## src/rtl/pwm_duty_decoder.sv

```systemverilog
// pwm_duty_decoder: recovers the high time (duty) and period of an asynchronous PWM line.
// Optional macro PWM_DEC_AVG_EN publishes the mean of the last four high-time samples.
module pwm_duty_decoder #(
    parameter int CNT_W   = 8,
    parameter int TIMEOUT = 200
) (
    input  logic             sysclk,
    input  logic             rst_n,
    input  logic             Enable_SW_2,
    input  logic             pwm_in,
    output logic [6:0]       Duty_Input,
    output logic [CNT_W-1:0] period_out,
    output logic             duty_valid,
    output logic             stuck,
    output logic [1:0]       o_dbg_state
);

    // duty_valid is a one-cycle strobe with no ready; Duty_Input/period_out hold between strobes.
    typedef enum logic [1:0] {
        IDLE = 2'd0,
        HIGH = 2'd1,
        LOW  = 2'd2
    } state_t;

    localparam logic [CNT_W-1:0] CNT_MAX   = '1;
    localparam logic [CNT_W-1:0] TIMEOUT_C = CNT_W'(TIMEOUT);

    state_t           r_state;
    logic             r_sync1;
    logic             r_sync2;
    logic             r_sync_d;
    logic [CNT_W-1:0] r_hi_cnt;
    logic [CNT_W-1:0] r_per_cnt;

    logic             w_rise;
    logic             w_fall;
    logic [CNT_W-1:0] w_hi_inc;
    logic [CNT_W-1:0] w_per_inc;
    logic [6:0]       w_hi_sat;
    logic [6:0]       w_stuck_duty;
    logic             w_to;
    logic             w_publish;
    logic             w_pub_valid;
    logic [6:0]       w_pub_duty;

    always_ff @(posedge sysclk or negedge rst_n) begin
        if (!rst_n) begin
            r_sync1  <= 1'b0;
            r_sync2  <= 1'b0;
            r_sync_d <= 1'b0;
        end else begin
            r_sync1  <= pwm_in;
            r_sync2  <= r_sync1;
            r_sync_d <= r_sync2;
        end
    end

    assign w_rise       = r_sync2 & ~r_sync_d;
    assign w_fall       = ~r_sync2 & r_sync_d;
    assign w_hi_inc     = (r_hi_cnt == CNT_MAX) ? r_hi_cnt : r_hi_cnt + CNT_W'(1);
    assign w_per_inc    = (r_per_cnt == CNT_MAX) ? r_per_cnt : r_per_cnt + CNT_W'(1);
    assign w_hi_sat     = (r_hi_cnt > CNT_W'(127)) ? 7'd127 : r_hi_cnt[6:0];
    assign w_stuck_duty = r_sync2 ? 7'd127 : 7'd0;

    // An edge in the timeout cycle wins; a stuck IDLE stops counting until the next edge.
    assign w_to = Enable_SW_2 && !w_rise && (r_per_cnt >= TIMEOUT_C) &&
                  ((r_state != IDLE) || !stuck);
    assign w_publish = Enable_SW_2 && (r_state == LOW) && w_rise;

`ifdef PWM_DEC_AVG_EN
    // Window = incoming sample plus the three most recent held samples.
    logic [2:0][6:0] r_hist;
    logic [1:0]      r_hist_cnt;
    logic [8:0]      w_avg_sum;

    assign w_avg_sum   = 9'(w_hi_sat) + 9'(r_hist[0]) + 9'(r_hist[1]) + 9'(r_hist[2]);
    assign w_pub_duty  = 7'(w_avg_sum >> 2);
    assign w_pub_valid = (r_hist_cnt == 2'd3);

    always_ff @(posedge sysclk or negedge rst_n) begin
        if (!rst_n) begin
            r_hist     <= '0;
            r_hist_cnt <= 2'd0;
        end else if (!Enable_SW_2 || w_to) begin
            r_hist     <= '0;
            r_hist_cnt <= 2'd0;
        end else if (w_publish) begin
            r_hist     <= {r_hist[1:0], w_hi_sat};
            r_hist_cnt <= (r_hist_cnt == 2'd3) ? 2'd3 : r_hist_cnt + 2'd1;
        end
    end
`else
    assign w_pub_duty  = w_hi_sat;
    assign w_pub_valid = w_publish;
`endif

    always_ff @(posedge sysclk or negedge rst_n) begin
        if (!rst_n) begin
            r_state    <= IDLE;
            r_hi_cnt   <= '0;
            r_per_cnt  <= '0;
            Duty_Input <= 7'd0;
            period_out <= '0;
            duty_valid <= 1'b0;
            stuck      <= 1'b0;
        end else begin
            duty_valid <= 1'b0;
            if (!Enable_SW_2) begin
                r_state   <= IDLE;
                r_hi_cnt  <= '0;
                r_per_cnt <= '0;
            end else if (w_to) begin
                r_state    <= IDLE;
                r_hi_cnt   <= '0;
                r_per_cnt  <= '0;
                stuck      <= 1'b1;
                duty_valid <= 1'b1;
                Duty_Input <= w_stuck_duty;
                period_out <= '0;
            end else begin
                case (r_state)
                    IDLE: begin
                        if (w_rise) begin
                            r_state   <= HIGH;
                            r_hi_cnt  <= CNT_W'(1);
                            r_per_cnt <= CNT_W'(1);
                            stuck     <= 1'b0;
                        end else if (!stuck) begin
                            r_per_cnt <= w_per_inc;
                        end
                    end
                    HIGH: begin
                        if (w_fall) begin
                            r_state   <= LOW;
                            r_per_cnt <= w_per_inc;
                        end else begin
                            r_hi_cnt  <= w_hi_inc;
                            r_per_cnt <= w_per_inc;
                        end
                    end
                    LOW: begin
                        if (w_rise) begin
                            r_state   <= HIGH;
                            r_hi_cnt  <= CNT_W'(1);
                            r_per_cnt <= CNT_W'(1);
                            if (w_pub_valid) begin
                                duty_valid <= 1'b1;
                                Duty_Input <= w_pub_duty;
                                period_out <= r_per_cnt;
                            end
                        end else begin
                            r_per_cnt <= w_per_inc;
                        end
                    end
                    default: r_state <= IDLE;
                endcase
            end
        end
    end

    assign o_dbg_state = r_state;

endmodule

```

## config.mk

```make
export PLATFORM = sky130hd
export DESIGN_NAME = pwm_duty_decoder
export DESIGN_NICKNAME = d
export VERILOG_FILES = /design/src/rtl/pwm_duty_decoder.sv
export SDC_FILE = /design/constraint.sdc
export NUM_CORES = 1
export LEC_CHECK = 0
export BUFFER_PORTS_ARGS = -buffer_cell sky130_fd_sc_hd__buf_2
export CAP_MARGIN = 10
export CORE_ASPECT_RATIO = 0.6
export CORE_MARGIN = 2
export CORE_UTILIZATION = 50
export CTS_BUF_LIST = sky130_fd_sc_hd__clkbuf_4 sky130_fd_sc_hd__clkbuf_8 sky130_fd_sc_hd__clkbuf_16
export DETAILED_ROUTE_END_ITERATION = 8
export HOLD_SLACK_MARGIN = 0.03
export PLACE_DENSITY = 0.76
export RECOVER_POWER = 50
export SYNTH_ARGS = -nofsm -noshare
export SYNTH_HDL_FRONTEND = slang
export SYNTH_SLANG_ARGS = --single-unit
export TNS_END_PERCENT = 20
```

## constraint.sdc

```tcl
create_clock -name sysclk -period 2.2 [get_ports sysclk]
set_input_delay 0.11 -clock sysclk [delete_from_list [all_inputs] [get_ports sysclk]]
set_output_delay 0.11 -clock sysclk [all_outputs]
set_load 0.01 [all_outputs]
```

==> results.toml, run 1 <==
[floorplan]
die-area_mm2 = 0.00425
coreArea_mm2 = 0.00362
rows = 17
die_h_um = 51.3
dieWidth_um = 82.9
io_pins = 23
initial_core_util_pct = 51.6

[run_status]
status = "complete, no violations"

[logic_synthesis]
synth_cell_type_count = 36
synth.cell_area_mm2 = 0.00187
synthCells = 207
async_flop_share_pct = 100
syn_avg_cell_area_um2 = 9.02
syn_nets = 214
synth_edf_count = 0
synth_seq_cells = 38
ys_seq_area_share_pct = 50.9
synth_area_leader_cell = "dfrtp_1"
ys.warnings.count = 0
synth.area.top_cells = "dfrtp_1 51%, nand2_1 5.6%, a21oi_1 4.3%, nor2_1 4.2%, o21ai_0 4.0%"
ys.flop_type = "dfrtp_1"
synth_top_area_share_pct = 50.9

[drt]
wl_per_cell_um = 14.9
ant_nets = 0
drt_wl_total_mm = 4.20
drc = 0
via_count = 1631
drt-initial-drc-count = 97
routed_via_density = 5.76
drtPass1Iterations = 4

[final_layout]
fin_cells = 283
drive_gt1_share_pct = 9.75
nets = 242
n_antenna_cell = 0
synthToLayoutAreaGrowth_pct = 14.4

[placed_design]
dp_slack_ps = 254
routabilityCongestion = 0.903
dp_hpwl_mm = 2.96
dp_cells = 273
io_buffers = 22

[setup_path]
arrival_ps = 2190
crit_path_top_delay_cell = "and3_1"
critical_path_class = "flop to flop"
required_ps = 2390
cp_common_cell = "nor2_1"
critPathCaptureType = "flop"
start_kind = "flop"
worstPathCellList = "nand2b_1 > nor2_1 > and3_1 > nor2_1 > o31ai_1"
slowest_delay_ps = 510
cp_max_fo = 12

[sta]
max_slew_margin_pct = 36.3
fin_hold_ws_ps = 197
max_freq_mhz = 501
fin_crit_ps = 1990
fin_tns_setup_ps = 0
period_share_pct = 90.7
worstMarginPinSlew_ps = 955
hold_violations = 0
finalWorstSetupSlack_ps = 206
clock_skew_ps = 7.17
setup_viol = 0
slew_viol_final = 0
rsz0062_at_grt = "no"

[cts]
cts_buffers = 5
tritoncts = "yes"
clkSinkCount = 38
clk_pin_slew_ps = 80
cts_buffer_depth = 2
post-cts-setup-buffer-count = 0
cts_max_level = 2
clk_latency_ps = 290
clockRootBuffer = "clkbuf_8"

[job]
maxCapViolCount = 0

[global_route]
gr-usage-met2_pct = 28.2
overflow = 0
grt_util_met1_pct = 35.1
grt_usage_pct = 21.9
grt_max_degree = 39
grt_use_met3_pct = 5.65
grt_busiest_layer = "met1"
grt_pass1_wl_mm = 7.15
grt_pass1_vias = 1420
antenna_found_initial = 0

[pwr]
p_leak_nw = 0.907
worst_ir_drop_vdd_v = 0.000369
power_density_mw_per_mm2 = 661

[min_path]
hp-class = "input pin to flop"
==> final timing paths <==
| kind | endpoint | slack (ps) | start | cells past startpoint |
|---|---|---|---|---|
| worst max register to register | Duty_Input[5] | 210 | r_sync_d | 5 |
| max in group asynchronous | o_dbg_state[1] | 1110 | rst_n | 2 |
| min in group asynchronous | Duty_Input[1] | 500 | rst_n | 2 |
| worst min-delay path | stuck | 200 | Enable_SW_2 | 4 |
| worst min register to register | r_sync2 | 360 | r_sync1 | 0 |
| worst max-delay path | Duty_Input[5] | 210 | r_sync_d | 5 |
==> power by group <==
| part | switching, mW | internal, mW | total, mW |
|---|---|---|---|
| Sequential | 0.0324 | 0.733 | 0.765 |
| Combinational | 0.0847 | 0.0548 | 0.140 |
| Clock | 0.254 | 0.252 | 0.506 |
| Total | 0.372 | 1.04 | 1.41 |
==> cell usage after synthesis (2+ instances only) <==
master	count
buf_2	2
a21oi_1	16
xor2_1	3
nor3_1	11
nand2b_1	5
nand3_1	10
ha_1	3
o31ai_1	9
dfrtp_1	38
inv_1	4
and3_1	2
nand4_1	3
or3_1	2
o21ai_0	15
clkbuf_1	6
o22ai_1	3
nor2_1	21
nand2_1	28
nand3b_1	4
and2_1	4
nor2b_1	2
or4_1	2
==> metal layers <==
layer | up-vias | wire length [µm]
met5 | - | 0
met4 | 0 | 46
met3 | 6 | 360
met2 | 68 | 1570
met1 | 760 | 2230
li1 | 797 | -
==> cell usage in the layout, fill, tap and decap left out, types with 3 or more instances in the layout <==
cell type and n:
a21oi_1 16, and2_1 4, buf_2 3, buf_4 6, clkbuf_1 18, clkbuf_8 6, dfrtp_1 38, ha_1 3
inv_1 4, nand2_1 28, nand2b_1 5, nand3_1 10, nand3b_1 4, nand4_1 3, nor2_1 21, nor3_1 11
o21ai_0 15, o22ai_1 3, o31ai_1 9, xor2_1 3
==> cell type report <==
class / count / area [µm²]
repair buffers: 30 / 153
well taps: 47 / 58.8
flip-flops and latches: 38 / 951
clock inverters: 2 / 12.5
inverters: 4 / 15.0
fillers: 339 / 1480
clock buffers: 6 / 82.6
multi-input cells: 156 / 863
==> cell families (layout without fill, tap and decap cells) <==
kind of cell	Yosys count	count (layout)	synth area share, %
adders and majority gates	3	3	2.01
buffers and inverters	13	42	2.81
and+or+nand+nor	101	101	27.1
xor gates and xnor gates	3	3	1.41
DFF	38	38	50.9
AOI/OAI and AO/OA	49	49	15.8
==> flip-flops by register name, indices dropped and copies added, names as in the netlist, 2 cells and up <==
signal,cells
r_hi_cnt,8
r_per_cnt,8
Duty_Input,7
period_out,8
o_dbg_state,2
==> worst max-delay path: cells and delay by family (launching register included) <==
family | cells | cell delay (ps)
simple gates | 4 | 1170
compound gates | 1 | 280
flops | 1 | 430
==> per-stage QoR <==
step / util (%) / area [µm²] / total power, mW
after floorplan: - / 1870 / 0.854
after global placement: 56.5 / 2040 / 0.918
after detailed placement: 56.5 / 2040 / 0.923
after CTS: 59.7 / 2160 / 1.43
after global routing: 59.1 / 2140 / 1.48
final: 59.1 / 2140 / 1.41
==> what timing repair did <==
item,4_1_cts,5_1_grt
gates resized for setup,0,0
setup endpoints to repair,0,0
hold endpoints to repair,39,0
hold buffers,2,0
No activity file was read; power rests on OpenSTA's default activity.
==> run 2, diff against run 1 <==
Settings changed: CAP_MARGIN 10 to unset, CORE_UTILIZATION 50 to 51, PLACE_DENSITY 0.76 to 0.77.
==> results.toml, run 2 (synthesized netlist as in run 1, its figures left out) <==
[sta]
slew_viol_final = 0
hold_violations = 0
fin_tns_setup_ps = 0
setup_viol = 0
clock_skew_ps = 8.91
max_slew_margin_pct = 39.2
worstMarginPinSlew_ps = 912
rsz0062_at_grt = "no"
max_freq_mhz = 511
period_share_pct = 89.0
fin_crit_ps = 1960

[placed_design]
routabilityCongestion = 0.839
dp_hpwl_mm = 2.93
io_buffers = 22

[drt]
drc = 0
drt_wl_total_mm = 4.19
ant_nets = 0
wl_per_cell_um = 15.0
via_count = 1614
routed_via_density = 5.78
drt-initial-drc-count = 77
drtPass1Iterations = 5

[pwr]
p_leak_nw = 0.919
p_total_mw = 1.61
power_density_mw_per_mm2 = 744
worst_ir_drop_vdd_v = 0.000496

[floorplan]
coreArea_mm2 = 0.00338
dieWidth_um = 82.1
initial_core_util_pct = 55.2
die-area_mm2 = 0.00418
die_h_um = 50.9
rows = 16
io_pins = 23

[setup_path]
cp_max_fo = 13
crit_path_top_delay_cell = "or4_1"
slowest_delay_ps = 520
critPathCaptureType = "flop"
required_ps = 2430
start_kind = "flop"
worstPathCellList = "nor3b_2 > o41ai_1 > or2_1 > or4_1 > nand2_1"
critical_path_class = "flop to flop"
arrival_ps = 2190

[final_layout]
layout_common_cells = "38 x dfrtp_1, 28 x nand2_1, 21 x nor2_1, 18 x clkbuf_1, 16 x a21oi_1"
layout_commonest_cell = "dfrtp_1"
nets = 240
drive_gt1_share_pct = 8.97
synthToLayoutAreaGrowth_pct = 15.8
reg_top3 = "period_out x8, r_hi_cnt x8, r_per_cnt x8"
n_antenna_cell = 0

[global_route]
antenna_found_initial = 0
overflow = 0
grt_pass1_vias = 1399
grt_pass1_wl_mm = 6.76
grt_max_degree = 39
grt_usage_pct = 22.1

[cts]
clk_latency_ps = 290
clk_pin_slew_ps = 80
post-cts-setup-buffer-count = 0
tritoncts = "yes"
clockRootBuffer = "clkbuf_8"
clkSinkCount = 38
cts_max_level = 2
cts_buffers = 5
cts_buffer_depth = 2

[job]
maxCapViolCount = 0

[min_path]
hp-class = "input pin to flop"

[run_status]
status = "complete, no violations"
## run 2: area by class of cell
cell class,instances,area [µm²]
clock buffer,5,68.8
fill,294,1220
timing repair buffer,28,138
clock inverter,3,68.8
tap,45,56.3
sequential,38,951
inverter,4,15.0
multi-input combinational,156,863
## run 2: timing repair
action / 4_1_cts / 5_1_grt
resized for setup: 0 / 0
hold buffers: 2 / 0
endpoints found under the hold margin: 39 / 0
## run 2: worst paths after layout
path / slack, ps / end / from / cells after the start
max: 240 / r_per_cnt[3] / o_dbg_state[0] / 5
min: 220 / stuck / Enable_SW_2 / 4
max reg2reg: 240 / r_per_cnt[3] / o_dbg_state[0] / 5
min reg2reg: 360 / r_sync2 / r_sync1 / 0
max in group asynchronous: 1150 / r_per_cnt[1] / rst_n / 2
min in group asynchronous: 490 / r_hi_cnt[3] / rst_n / 2
## run 2: where the power goes
part	leakage, nW	internal (mW)	switching (mW)	total [mW]
logic	0.335	0.0511	0.0846	0.136
clock network	0.0683	0.454	0.253	0.707
registers	0.516	0.733	0.0319	0.765
total	0.919	1.24	0.370	1.61
## run 2: metal layers
| layer | track usage, % | vias up | wire [µm] |
|---|---|---|---|
| met3 | 6.01 | 5 | 412 |
| met1 | 33.4 | 739 | 2030 |
| met2 | 30.6 | 81 | 1710 |
| met5 | 0 | - | 0 |
| li1 | - | 789 | - |
| met4 | 7.50 | 0 | 42 |
## run 2: worst max-delay path: cells and delay by family, from the launching register on
family	cells	cell delay [ps]
AND/OR/NAND/NOR	4	1230
flip-flops	1	510
AO/OA/AOI/OAI	1	150
## run 2: through the flow
step / instances / utilization, % / hold slack, ps / setup slack, ps / instance area, µm²
3_5_place_dp: 269 / 59.9 / 220 / 295 / 2030
5_1_grt: 279 / 63.9 / 222 / 117 / 2160
3_3_place_gp: 269 / 59.9 / 220 / 329 / 2030
2_1_floorplan: 207 / - / -186 / 412 / 1870
4_1_cts: 279 / 64.5 / 207 / 267 / 2180
6_report: 279 / 63.9 / 216 / 241 / 2160
